`config.mk`:
```
export PLATFORM = sky130hd
export DESIGN_NAME = procesador_multicycle
export DESIGN_NICKNAME = d
export VERILOG_FILES = /design/src/rtl/procesador_multicycle.sv
export SDC_FILE = /design/constraint.sdc
export NUM_CORES = 2
export LEC_CHECK = 0
export ABC_CLOCK_PERIOD_IN_PS = 11300
export CORE_MARGIN = 2
export CORE_UTILIZATION = 50
export CTS_CLUSTER_DIAMETER = 150
export DETAILED_ROUTE_END_ITERATION = 7
export GPL_ROUTABILITY_DRIVEN = 0
export PLACE_DENSITY = 0.67
export SYNTH_ARGS = -nofsm -noshare
export SYNTH_HDL_FRONTEND = slang
export SYNTH_SLANG_ARGS = --single-unit
```
`constraint.sdc`:
```
create_clock -name CLK -period 11.3 [get_ports CLK]
set_input_delay 2.26 -clock CLK [delete_from_list [all_inputs] [get_ports CLK]]
set_output_delay 2.26 -clock CLK [all_outputs]
set_load 0.03 [all_outputs]
```
`src/rtl/procesador_multicycle.sv`:
```
// procesador_multicycle: RV32I-subset multicycle processor core.
// The FSM steps FETCH -> DECODE -> EXEC -> (MEM) -> (WB) -> FETCH; an illegal
// instruction parks it in TRAP until reset. Memories use req/ready handshakes,
// so any number of wait states is tolerated. Every bus output is a flop.
// Ports:
//   CLK, RESET_N      clock (rising edge), asynchronous active-low reset
//   iaddr/ireq        instruction fetch address (PC) and request
//   idata/iready      instruction word and its ready/accept strobe
//   daddr/ddata_w     data address (ALU result) and store data (rs2)
//   ddata_r/dready    load data and its ready/accept strobe
//   dreq/d_rw         data request, 1 = read, 0 = write
//   illegal           sticky illegal-instruction flag
//   instret           64-bit retired-instruction count (only with INSTRET_CNT_EN)
// Optional feature macro: INSTRET_CNT_EN.
module procesador_multicycle #(
    parameter int          n        = 32,
    parameter logic [31:0] RESET_PC = 32'h0000_0000,
    parameter int          NREGS    = 32
) (
    input  logic         CLK,
    input  logic         RESET_N,
    output logic [n-1:0] iaddr,
    output logic         ireq,
    input  logic [n-1:0] idata,
    input  logic         iready,
    output logic [n-1:0] daddr,
    output logic [n-1:0] ddata_w,
    input  logic [n-1:0] ddata_r,
    output logic         dreq,
    output logic         d_rw,
    input  logic         dready,
    output logic         illegal
`ifdef INSTRET_CNT_EN
    ,
    output logic [63:0]  instret
`endif
);

    typedef enum logic [2:0] {
        S_FETCH  = 3'd0,
        S_DECODE = 3'd1,
        S_EXEC   = 3'd2,
        S_MEM    = 3'd3,
        S_WB     = 3'd4,
        S_TRAP   = 3'd5
    } state_t;

    typedef enum logic [2:0] {
        ALU_ADD = 3'd0,
        ALU_SUB = 3'd1,
        ALU_AND = 3'd2,
        ALU_OR  = 3'd3,
        ALU_SLT = 3'd4
    } alu_op_t;

    localparam logic [n-1:0] PC_STEP = {{(n-3){1'b0}}, 3'b100};
    localparam logic [n-1:0] ZERO    = {n{1'b0}};

    state_t       state_q, state_d;
    logic [n-1:0] pc_q, pc_d, ir_q, ir_d, a_q, a_d, b_q, b_d;
    logic [n-1:0] alu_q, alu_d, mdr_q, mdr_d;
    logic         ireq_q, ireq_d, dreq_q, dreq_d, d_rw_q, d_rw_d;
    logic         illegal_q, illegal_d;
    logic [n-1:0] regs_q [NREGS];

    logic [6:0]   opcode_s, funct7_s;
    logic [2:0]   funct3_s;
    logic [4:0]   rd_s, rs1_s, rs2_s;
    logic         legal_s, is_load_s, is_store_s, is_branch_s, is_bne_s, is_jal_s;
    logic         alu_src_imm_s, take_s;
    alu_op_t      alu_op_s;
    logic [n-1:0] imm_s, alu_b_s, alu_res_s;
    logic         rf_we_s;
    logic [n-1:0] rf_wdata_s;

    assign opcode_s = ir_q[6:0];
    assign rd_s     = ir_q[11:7];
    assign funct3_s = ir_q[14:12];
    assign rs1_s    = ir_q[19:15];
    assign rs2_s    = ir_q[24:20];
    assign funct7_s = ir_q[31:25];

    // Instruction decode: legality, class flags, ALU operation and immediate.
    always_comb begin
        legal_s       = 1'b1;
        is_load_s     = 1'b0;
        is_store_s    = 1'b0;
        is_branch_s   = 1'b0;
        is_bne_s      = 1'b0;
        is_jal_s      = 1'b0;
        alu_src_imm_s = 1'b1;
        alu_op_s      = ALU_ADD;
        imm_s         = {{(n-12){ir_q[31]}}, ir_q[31:20]};
        case (opcode_s)
            7'b0110011: begin
                alu_src_imm_s = 1'b0;
                case ({funct7_s, funct3_s})
                    10'b0000000_000: alu_op_s = ALU_ADD;
                    10'b0100000_000: alu_op_s = ALU_SUB;
                    10'b0000000_111: alu_op_s = ALU_AND;
                    10'b0000000_110: alu_op_s = ALU_OR;
                    10'b0000000_010: alu_op_s = ALU_SLT;
                    default:         legal_s  = 1'b0;
                endcase
            end
            7'b0010011: begin
                case (funct3_s)
                    3'b000:  alu_op_s = ALU_ADD;
                    3'b111:  alu_op_s = ALU_AND;
                    3'b110:  alu_op_s = ALU_OR;
                    3'b010:  alu_op_s = ALU_SLT;
                    default: legal_s  = 1'b0;
                endcase
            end
            7'b0000011: begin
                is_load_s = 1'b1;
                legal_s   = (funct3_s == 3'b010);
            end
            7'b0100011: begin
                is_store_s = 1'b1;
                legal_s    = (funct3_s == 3'b010);
                imm_s      = {{(n-12){ir_q[31]}}, ir_q[31:25], ir_q[11:7]};
            end
            7'b1100011: begin
                is_branch_s = 1'b1;
                is_bne_s    = funct3_s[0];
                legal_s     = (funct3_s[2:1] == 2'b00);
                imm_s       = {{(n-12){ir_q[31]}}, ir_q[7], ir_q[30:25], ir_q[11:8], 1'b0};
            end
            7'b1101111: begin
                is_jal_s = 1'b1;
                imm_s    = {{(n-20){ir_q[31]}}, ir_q[19:12], ir_q[20], ir_q[30:21], 1'b0};
            end
            default: legal_s = 1'b0;
        endcase
    end

    // ALU on A and either the immediate or B; slt compares signed.
    always_comb begin
        alu_b_s = alu_src_imm_s ? imm_s : b_q;
        case (alu_op_s)
            ALU_ADD: alu_res_s = a_q + alu_b_s;
            ALU_SUB: alu_res_s = a_q - alu_b_s;
            ALU_AND: alu_res_s = a_q & alu_b_s;
            ALU_OR:  alu_res_s = a_q | alu_b_s;
            ALU_SLT: alu_res_s = {{(n-1){1'b0}}, ($signed(a_q) < $signed(alu_b_s))};
            default: alu_res_s = ZERO;
        endcase
        take_s = is_bne_s ? (a_q != b_q) : (a_q == b_q);
    end

    // Next-state, datapath register updates and registered bus outputs.
    always_comb begin
        state_d    = state_q;
        pc_d       = pc_q;
        ir_d       = ir_q;
        a_d        = a_q;
        b_d        = b_q;
        alu_d      = alu_q;
        mdr_d      = mdr_q;
        ireq_d     = ireq_q;
        dreq_d     = dreq_q;
        d_rw_d     = d_rw_q;
        illegal_d  = illegal_q;
        rf_we_s    = 1'b0;
        rf_wdata_s = alu_q;
        case (state_q)
            S_FETCH: begin
                // ireq_q is low only in the first cycle after reset release.
                if (ireq_q && iready) begin
                    ir_d    = idata;
                    ireq_d  = 1'b0;
                    state_d = S_DECODE;
                end else begin
                    ireq_d  = 1'b1;
                end
            end
            S_DECODE: begin
                a_d = (int'(rs1_s) < NREGS) ? regs_q[rs1_s] : ZERO;
                b_d = (int'(rs2_s) < NREGS) ? regs_q[rs2_s] : ZERO;
                if (!legal_s) begin
                    illegal_d = 1'b1;
                    state_d   = S_TRAP;
                end else begin
                    state_d   = S_EXEC;
                end
            end
            S_EXEC: begin
                alu_d = alu_res_s;
                if (is_branch_s) begin
                    pc_d    = take_s ? (pc_q + imm_s) : (pc_q + PC_STEP);
                    ireq_d  = 1'b1;
                    state_d = S_FETCH;
                end else if (is_jal_s) begin
                    rf_we_s    = 1'b1;
                    rf_wdata_s = pc_q + PC_STEP;
                    pc_d       = pc_q + imm_s;
                    ireq_d     = 1'b1;
                    state_d    = S_FETCH;
                end else if (is_load_s || is_store_s) begin
                    dreq_d  = 1'b1;
                    d_rw_d  = is_load_s;
                    state_d = S_MEM;
                end else begin
                    state_d = S_WB;
                end
            end
            S_MEM: begin
                if (dready) begin
                    dreq_d = 1'b0;
                    d_rw_d = 1'b1;
                    if (is_load_s) begin
                        mdr_d   = ddata_r;
                        state_d = S_WB;
                    end else begin
                        pc_d    = pc_q + PC_STEP;
                        ireq_d  = 1'b1;
                        state_d = S_FETCH;
                    end
                end else begin
                    state_d = S_MEM;
                end
            end
            S_WB: begin
                rf_we_s    = 1'b1;
                rf_wdata_s = is_load_s ? mdr_q : alu_q;
                pc_d       = pc_q + PC_STEP;
                ireq_d     = 1'b1;
                state_d    = S_FETCH;
            end
            S_TRAP: begin
                ireq_d    = 1'b0;
                dreq_d    = 1'b0;
                illegal_d = 1'b1;
            end
            default: begin
                state_d = S_FETCH;
            end
        endcase
    end

    // State, datapath and output registers; reset drops any request in flight.
    always_ff @(posedge CLK or negedge RESET_N) begin
        if (!RESET_N) begin
            state_q   <= S_FETCH;
            pc_q      <= RESET_PC[n-1:0];
            ir_q      <= ZERO;
            a_q       <= ZERO;
            b_q       <= ZERO;
            alu_q     <= ZERO;
            mdr_q     <= ZERO;
            ireq_q    <= 1'b0;
            dreq_q    <= 1'b0;
            d_rw_q    <= 1'b1;
            illegal_q <= 1'b0;
        end else begin
            state_q   <= state_d;
            pc_q      <= pc_d;
            ir_q      <= ir_d;
            a_q       <= a_d;
            b_q       <= b_d;
            alu_q     <= alu_d;
            mdr_q     <= mdr_d;
            ireq_q    <= ireq_d;
            dreq_q    <= dreq_d;
            d_rw_q    <= d_rw_d;
            illegal_q <= illegal_d;
        end
    end

    // Register file write port; x0 and indices beyond NREGS are never written.
    always_ff @(posedge CLK or negedge RESET_N) begin
        if (!RESET_N) begin
            for (int i = 0; i < NREGS; i++) begin
                regs_q[i] <= ZERO;
            end
        end else if (rf_we_s && (rd_s != 5'd0) && (int'(rd_s) < NREGS)) begin
            regs_q[rd_s] <= rf_wdata_s;
        end else begin
            regs_q[0] <= ZERO;
        end
    end

    assign iaddr   = pc_q;
    assign ireq    = ireq_q;
    assign daddr   = alu_q;
    assign ddata_w = b_q;
    assign dreq    = dreq_q;
    assign d_rw    = d_rw_q;
    assign illegal = illegal_q;

`ifdef INSTRET_CNT_EN
    logic [63:0] instret_q;
    logic        retire_s;

    // Every entry into FETCH retires an instruction; TRAP never returns to FETCH.
    assign retire_s = (state_q != S_FETCH) && (state_d == S_FETCH);

    // Retired-instruction counter, wraps naturally at 2^64.
    always_ff @(posedge CLK or negedge RESET_N) begin
        if (!RESET_N) begin
            instret_q <= 64'd0;
        end else if (retire_s) begin
            instret_q <= instret_q + 64'd1;
        end else begin
            instret_q <= instret_q;
        end
    end

    assign instret = instret_q;
`endif

endmodule

```
-- Yosys cells after proc, flatten, opt, wreduce, memory -nomap -nowiden
Cells that the tools add are included.
Widths: inputs -> output; s select.
- register bits: 1223
- bits of input ports: 68
- output and inout port bits: 100
- logic and storage cells: 180
- add/subtract/negate cells: 4
- magnitude comparators: 5
- equality and inequality tests: 32
- mux-type cells: 64
- bitwise operators: 6
- reductions and logical operators: 26
- operator list (operator ; number):
    $bwmux 1024 ; 1
    $mux 32 ; 15
    $bmux 32 s5 ; 2
    $demux 32 s5 ; 1
    $pmux 32 s5 ; 1
    $pmux 32 s3 ; 1
    $add 32x32->32 ; 2
    $pmux 32 s2 ; 1
    $pmux 20 s3 ; 1
    $add 32x3->32 const B ; 1
    $and 32x32->32 ; 1
    $eq 32x32->1 ; 1
    $lt 32x32->1 ; 1
    $ne 32x32->1 ; 1
    $or 32x32->32 ; 1
    $sub 32x32->32 ; 1
    $mux 1 ; 24
    $mux 3 ; 7
    $eq 10x3->1 const B ; 2
    $ge 6x6->1 const B ; 3
    $not 5->6 ; 3
    $eq 3x2->1 const B ; 5
    $eq 3x3->1 const B ; 5
    $pmux 3 s5 ; 1
    other kinds (32) ; 55

-- Logic depth before layout (Yosys ltp)
- depth after elaboration: 7
- depth in mapped cells: 20
- gate-level depth less buffers: 20

-- Least setup slack after synthesis
No wires, ideal clock.
- path kind: reg-to-reg
- start: reg ir_q[6]
- end: reg alu_q[0], in the netlist daddr[0]
- setup time: 0.141 ns
- arrival time: 3.986 ns
- data required time: 11.159 ns
- path slack: 7.173 ns
- stages on the path, launching flop included: 20
- buffers on the path: 1
- period minus slack after synthesis: 4.127 ns
- path through: dfrtp_1 > nand2_1 > nor4_4 > clkbuf_1 > nand3b_1 > o21ai_0 > nor2_1 > nor2_1 > ha_1 > fa_1 > nor2_1 > o221ai_1 > a211oi_1 > nand2_1 > a31oi_1 > a311oi_1 > or3_1 > nor2b_1 > o2111ai_1 > a31oi_1
- longest elaborated chain between the ends: 5
- elaborated cells between the ends (all ways): 19
- those cells by class: 2 x add/sub; 1 x order compare; 9 x eq/ne; 4 x mux; 2 x bitwise; 1 x reduce/logical
- ends and longest elaborated chain (element ; RTL line ; RTL):
    start, declared ; 60 ; logic [n-1:0] pc_q, pc_d, ir_q, ir_d, a_q, a_d, b_q, b_d;
    start signal, assigned ; 259 ; ir_q <= ir_d;
    $eq 7x7->1 or $eq 7x6->1 (tied branches) ; 94 ; case (opcode_s)
    $pmux 20 s3 ; 94 ;
    $mux 32 ; 140 ; alu_b_s = alu_src_imm_s ? imm_s : b_q;
    $sub 32x32->32, or another cell as far along ; 143 ; ALU_SUB: alu_res_s = a_q - alu_b_s;
    $pmux 32 s5 * ; 141 ; case (alu_op_s)
    end signal, assigned ; 262 ; alu_q <= alu_d;
    end, declared ; 61 ; logic [n-1:0] alu_q, alu_d, mdr_q, mdr_d;
Mark *: on every way between the ends. The rest lies on a longest branch, timed or not.
A chain may end at the register's enable or synchronous reset.

-- Final worst setup path
- start: reg ir_q[5]
- end: reg alu_q[26], in the netlist daddr[26]
- longest elaborated chain between the ends: 5
- elaborated cells between the ends (all ways): 18
- those cells by class: 2 x add/sub; 9 x eq/ne; 4 x mux; 2 x bitwise; 1 x reduce/logical
- ends and longest elaborated chain (element ; RTL line):
    $eq 7x7->1 or $eq 7x6->1 (tied branches) ; 94
    $pmux 20 s3 ; 94
    $mux 32 ; 140
    $sub 32x32->32 or $add 32x32->32 (tied branches) ; 143, 142
    $pmux 32 s5 * ; 141
Marked as above.

==> results.json <==
{
  "irDropWorstVdd_mv": 0.2075,
  "tightest_slew_ns": 1.262,
  "crit_buf_inv": 1,
  "use_met2": 0.4894,
  "max_freq_ghz": 0.1876,
  "cts.sinks": 1223,
  "critPathLaunchType": "register",
  "synthArstFlopShare": 1.000,
  "ys_ff_latch": 1223,
  "port_buffers": 167,
  "leakagePower_nw": 31.90,
  "synthMuxAreaShare": 0.2362,
  "drt-initial-drc-count": 6880,
  "initial_core_util": 0.5021,
  "place_inst": 7711,
  "die_h_um": 372.4,
  "grt_usage": 0.3225,
  "ant_nets": 0,
  "slew_headroom": 0.1585,
  "reg2reg_slack_ns": 5.97,
  "synth_edf_count": 0,
  "synthAdderAreaFrac": 0.02468,
  "netlist_instances": 6224,
  "syn_area_um2": 67850,
  "drv_cap": 0,
  "antenna_found_initial": 5,
  "fin_crit_ns": 5.331,
  "cts_hold_buf": 0,
  "io_pins": 168,
  "setup_viol": 0,
  "status": "complete, no violations",
  "clock_latency_ns": 0.78,
  "synth-xor-area-share": 0.01381,
  "synth-simple-area-share": 0.1050,
  "skew_ns": 0.03428,
  "grt_pass1_vias": 50370,
  "crit_path_top_delay_cell": "nor4_4",
  "rsz0062_at_grt": "no",
  "slew_viol_final": 0,
  "worst-endpoint-required_ns": 11.92,
  "clockBufferDepth": 3,
  "syn_area_per_cell_um2": 10.90,
  "synth_compound_area_frac": 0.1290,
  "drc": 0,
  "synth_top_family_by_area": "multiplexers",
  "end_kind": "register",
  "worst-setup-path-type": "reg -> reg",
  "grt-ovfl-total": 0,
  "n_antenna_cell": 0,
  "busiest_layer": "met2",
  "core_area_um2": 135100,
  "synth_top_area_share": 0.4507,
  "rows": 135,
  "dieArea_um2": 138700,
  "synth_area_leaders": "dfrtp_1 (45%), mux4_2 (21%), o21ai_0 (6.2%), nand2_1 (4.9%), a21oi_1 (3.5%)",
  "gr-usage-met1": 0.4416,
  "cpPeakStageDelay_ns": 0.81,
  "grt_pass1_wl_um": 329400,
  "firstDrtPassIters": 6,
  "ctsResizeCount": 0,
  "syn_to_final_growth_pct": 10.69,
  "ys.flop_type": "dfrtp_1",
  "synth_cell_types": 83,
  "hold_viol_final": 0,
  "syn_nets": 6424,
  "crit_chain": "nand2_1 -> nor4_4 -> nor2b_1 -> a21oi_1 -> nand2_1 -> o21a_1 -> inv_1 -> ha_1 -> nand2_1 -> o211ai_1 -> a211oi_1 -> o21ai_0 -> o31ai_1 -> o21ai_1 -> a21oi_1 -> xnor2_1 -> a221oi_1 -> o21ai_0",
  "dp_hpwl_um": 132100,
  "path_max_fanout": 17,
  "via_count": 52010,
  "vias_per_cell": 6.549,
  "layout.nets": 6263,
  "fin_crit_sh": 0.4718,
  "grt_max_degree": 188,
  "ys.warnings.count": 0,
  "clock-root-buffer": "clkbuf_16",
  "yosys.area.top_type": "dfrtp_1",
  "synth_seq_area_share": 0.4511,
  "htree_levels": 4,
  "nFillCells": 11340,
  "cts.clk_slew.worst_paths_ns": 0.06,
  "detail_route.wl_per_cell_um": 27.87,
  "arrival_ns": 5.95,
  "crit_family": "compound AO/OA/AOI/OAI gates",
  "cp_common_cell": "nand2_1",
  "drive_above_1_share": 0.1781,
  "hp-class": "reg -> reg",
  "post_cts_buffers": 0,
  "setup_tns_ns": 0,
  "cts_buffers": 131,
  "final_util": 0.5558,
  "power.density_nw_per_um2": 278.9,
  "finalNonFillerCells": 7941,
  "chipWidth_um": 372.4,
  "use_met3": 0.07659,
  "routed_wl_um": 221300,
  "cts_tree": "yes"
}
## per-stage QoR
stage               cell area (um^2)  setup slack [ns]  power [mW]  hold WS [ns]
CTS                            75100             6.116       20.78        0.4756
global placement               70760             6.218       16.20        0.4512
global route                   75100             5.541       21.95        0.5044
floorplan                      67850             7.173       13.09        0.4609
detailed placement             70760             6.186       16.37        0.4619
finish                         75100             5.969       20.95        0.4717
## cells in the final DEF (no fill, tap or decap), types with 23 or more instances in the layout
| cell | instances |
|---|---|
| nand2_1 | 873 |
| dfrtp_1 | 1211 |
| clkdlybuf4s50_1 | 166 |
| buf_4 | 94 |
| and2_1 | 43 |
| clkbuf_8 | 30 |
| a21o_1 | 34 |
| o21ai_0 | 835 |
| clkbuf_16 | 136 |
| a21oi_1 | 467 |
| o21ai_1 | 25 |
| xnor2_1 | 51 |
| nor3_1 | 43 |
| nand3_1 | 39 |
| mux2i_1 | 80 |
| nor2_1 | 523 |
| nand2_4 | 23 |
| mux2_2 | 72 |
| mux4_2 | 640 |
| xor2_1 | 56 |
| ha_1 | 129 |
| inv_1 | 127 |
| clkbuf_1 | 30 |
## cell families (layout without fill, tap and decap cells)
logic type / count (synthesis) / in the layout
DFF: 1223 / 1223
xor gates and xnor gates: 107 / 107
muxes: 792 / 792
and+or+nand+nor: 1696 / 1696
AOI/OAI and AO/OA: 1585 / 1585
adders and majority gates: 132 / 132
buffers and inverters: 689 / 625
## power by group
part | total, mW | internal [mW] | switching [mW] | leakage [nW]
Sequential | 6.79 | 5.29 | 1.50 | 16.6
Clock | 4.40 | 2.58 | 1.82 | 2.13
Combinational | 9.75 | 3.96 | 5.79 | 13.2
## per-layer routing
| metal | part of all wire | wire (um) |
|---|---|---|
| met4 | 0.051 | 11390 |
| met2 | 0.45 | 100300 |
| met3 | 0.11 | 24490 |
| met5 | 0.00015 | 34 |
| met1 | 0.38 | 85140 |
## synthesized netlist by cell type (43+ instances only)
cell and instances:
inv_1 127, buf_1 62, xnor2_1 51, mux2i_1 80
dfrtp_1 1222, nor3_1 43, nand2_1 881, nor2_1 524
o21ai_0 835, buf_2 89, xor2_1 56, ha_1 129
clkbuf_1 402, mux2_2 72, mux4_2 640, a21oi_1 468
and2_1 45
## state kept, by name (all words and copies together) (netlist names)
| signal | cells |
|---|---|
| a_q | 32 |
| d_rw | 1 |
| daddr | 32 |
| ddata_w | 32 |
| dreq | 1 |
| iaddr | 32 |
| illegal | 1 |
| ir_q | 32 |
| ireq | 1 |
| mdr_q | 32 |
| regs_q | 1024 |
| state_q | 3 |
## cell type report
type / instances / area, um^2 / share of cell area
clock buffers: 196 / 3929 / 0.05231
flip-flops and latches: 1223 / 30640 / 0.4080
multi-input cells: 4312 / 34900 / 0.4647
inverters: 128 / 480.5 / 0.006398
repair buffers: 267 / 2507 / 0.03339
clock inverters: 34 / 414.1 / 0.005515
well taps: 1781 / 2228 / 0.02967
## final timing paths
path                                     startpoint                     to  cells past startpoint
worst max-delay path            ir_q[5]$_DFFE_PN0P_  daddr[26]$_DFFE_PN0P_                     18
worst min-delay path            illegal$_DFFE_PN0P_    illegal$_DFFE_PN0P_                      1
max in group asynchronous                   RESET_N   ir_q[21]$_DFFE_PN0P_                      3
worst max register to register  ir_q[5]$_DFFE_PN0P_  daddr[26]$_DFFE_PN0P_                     18
worst min register to register  illegal$_DFFE_PN0P_    illegal$_DFFE_PN0P_                      1
min in group asynchronous                   RESET_N  iaddr[23]$_DFFE_PN0P_                      1
(Power assumes the default switching activity.)
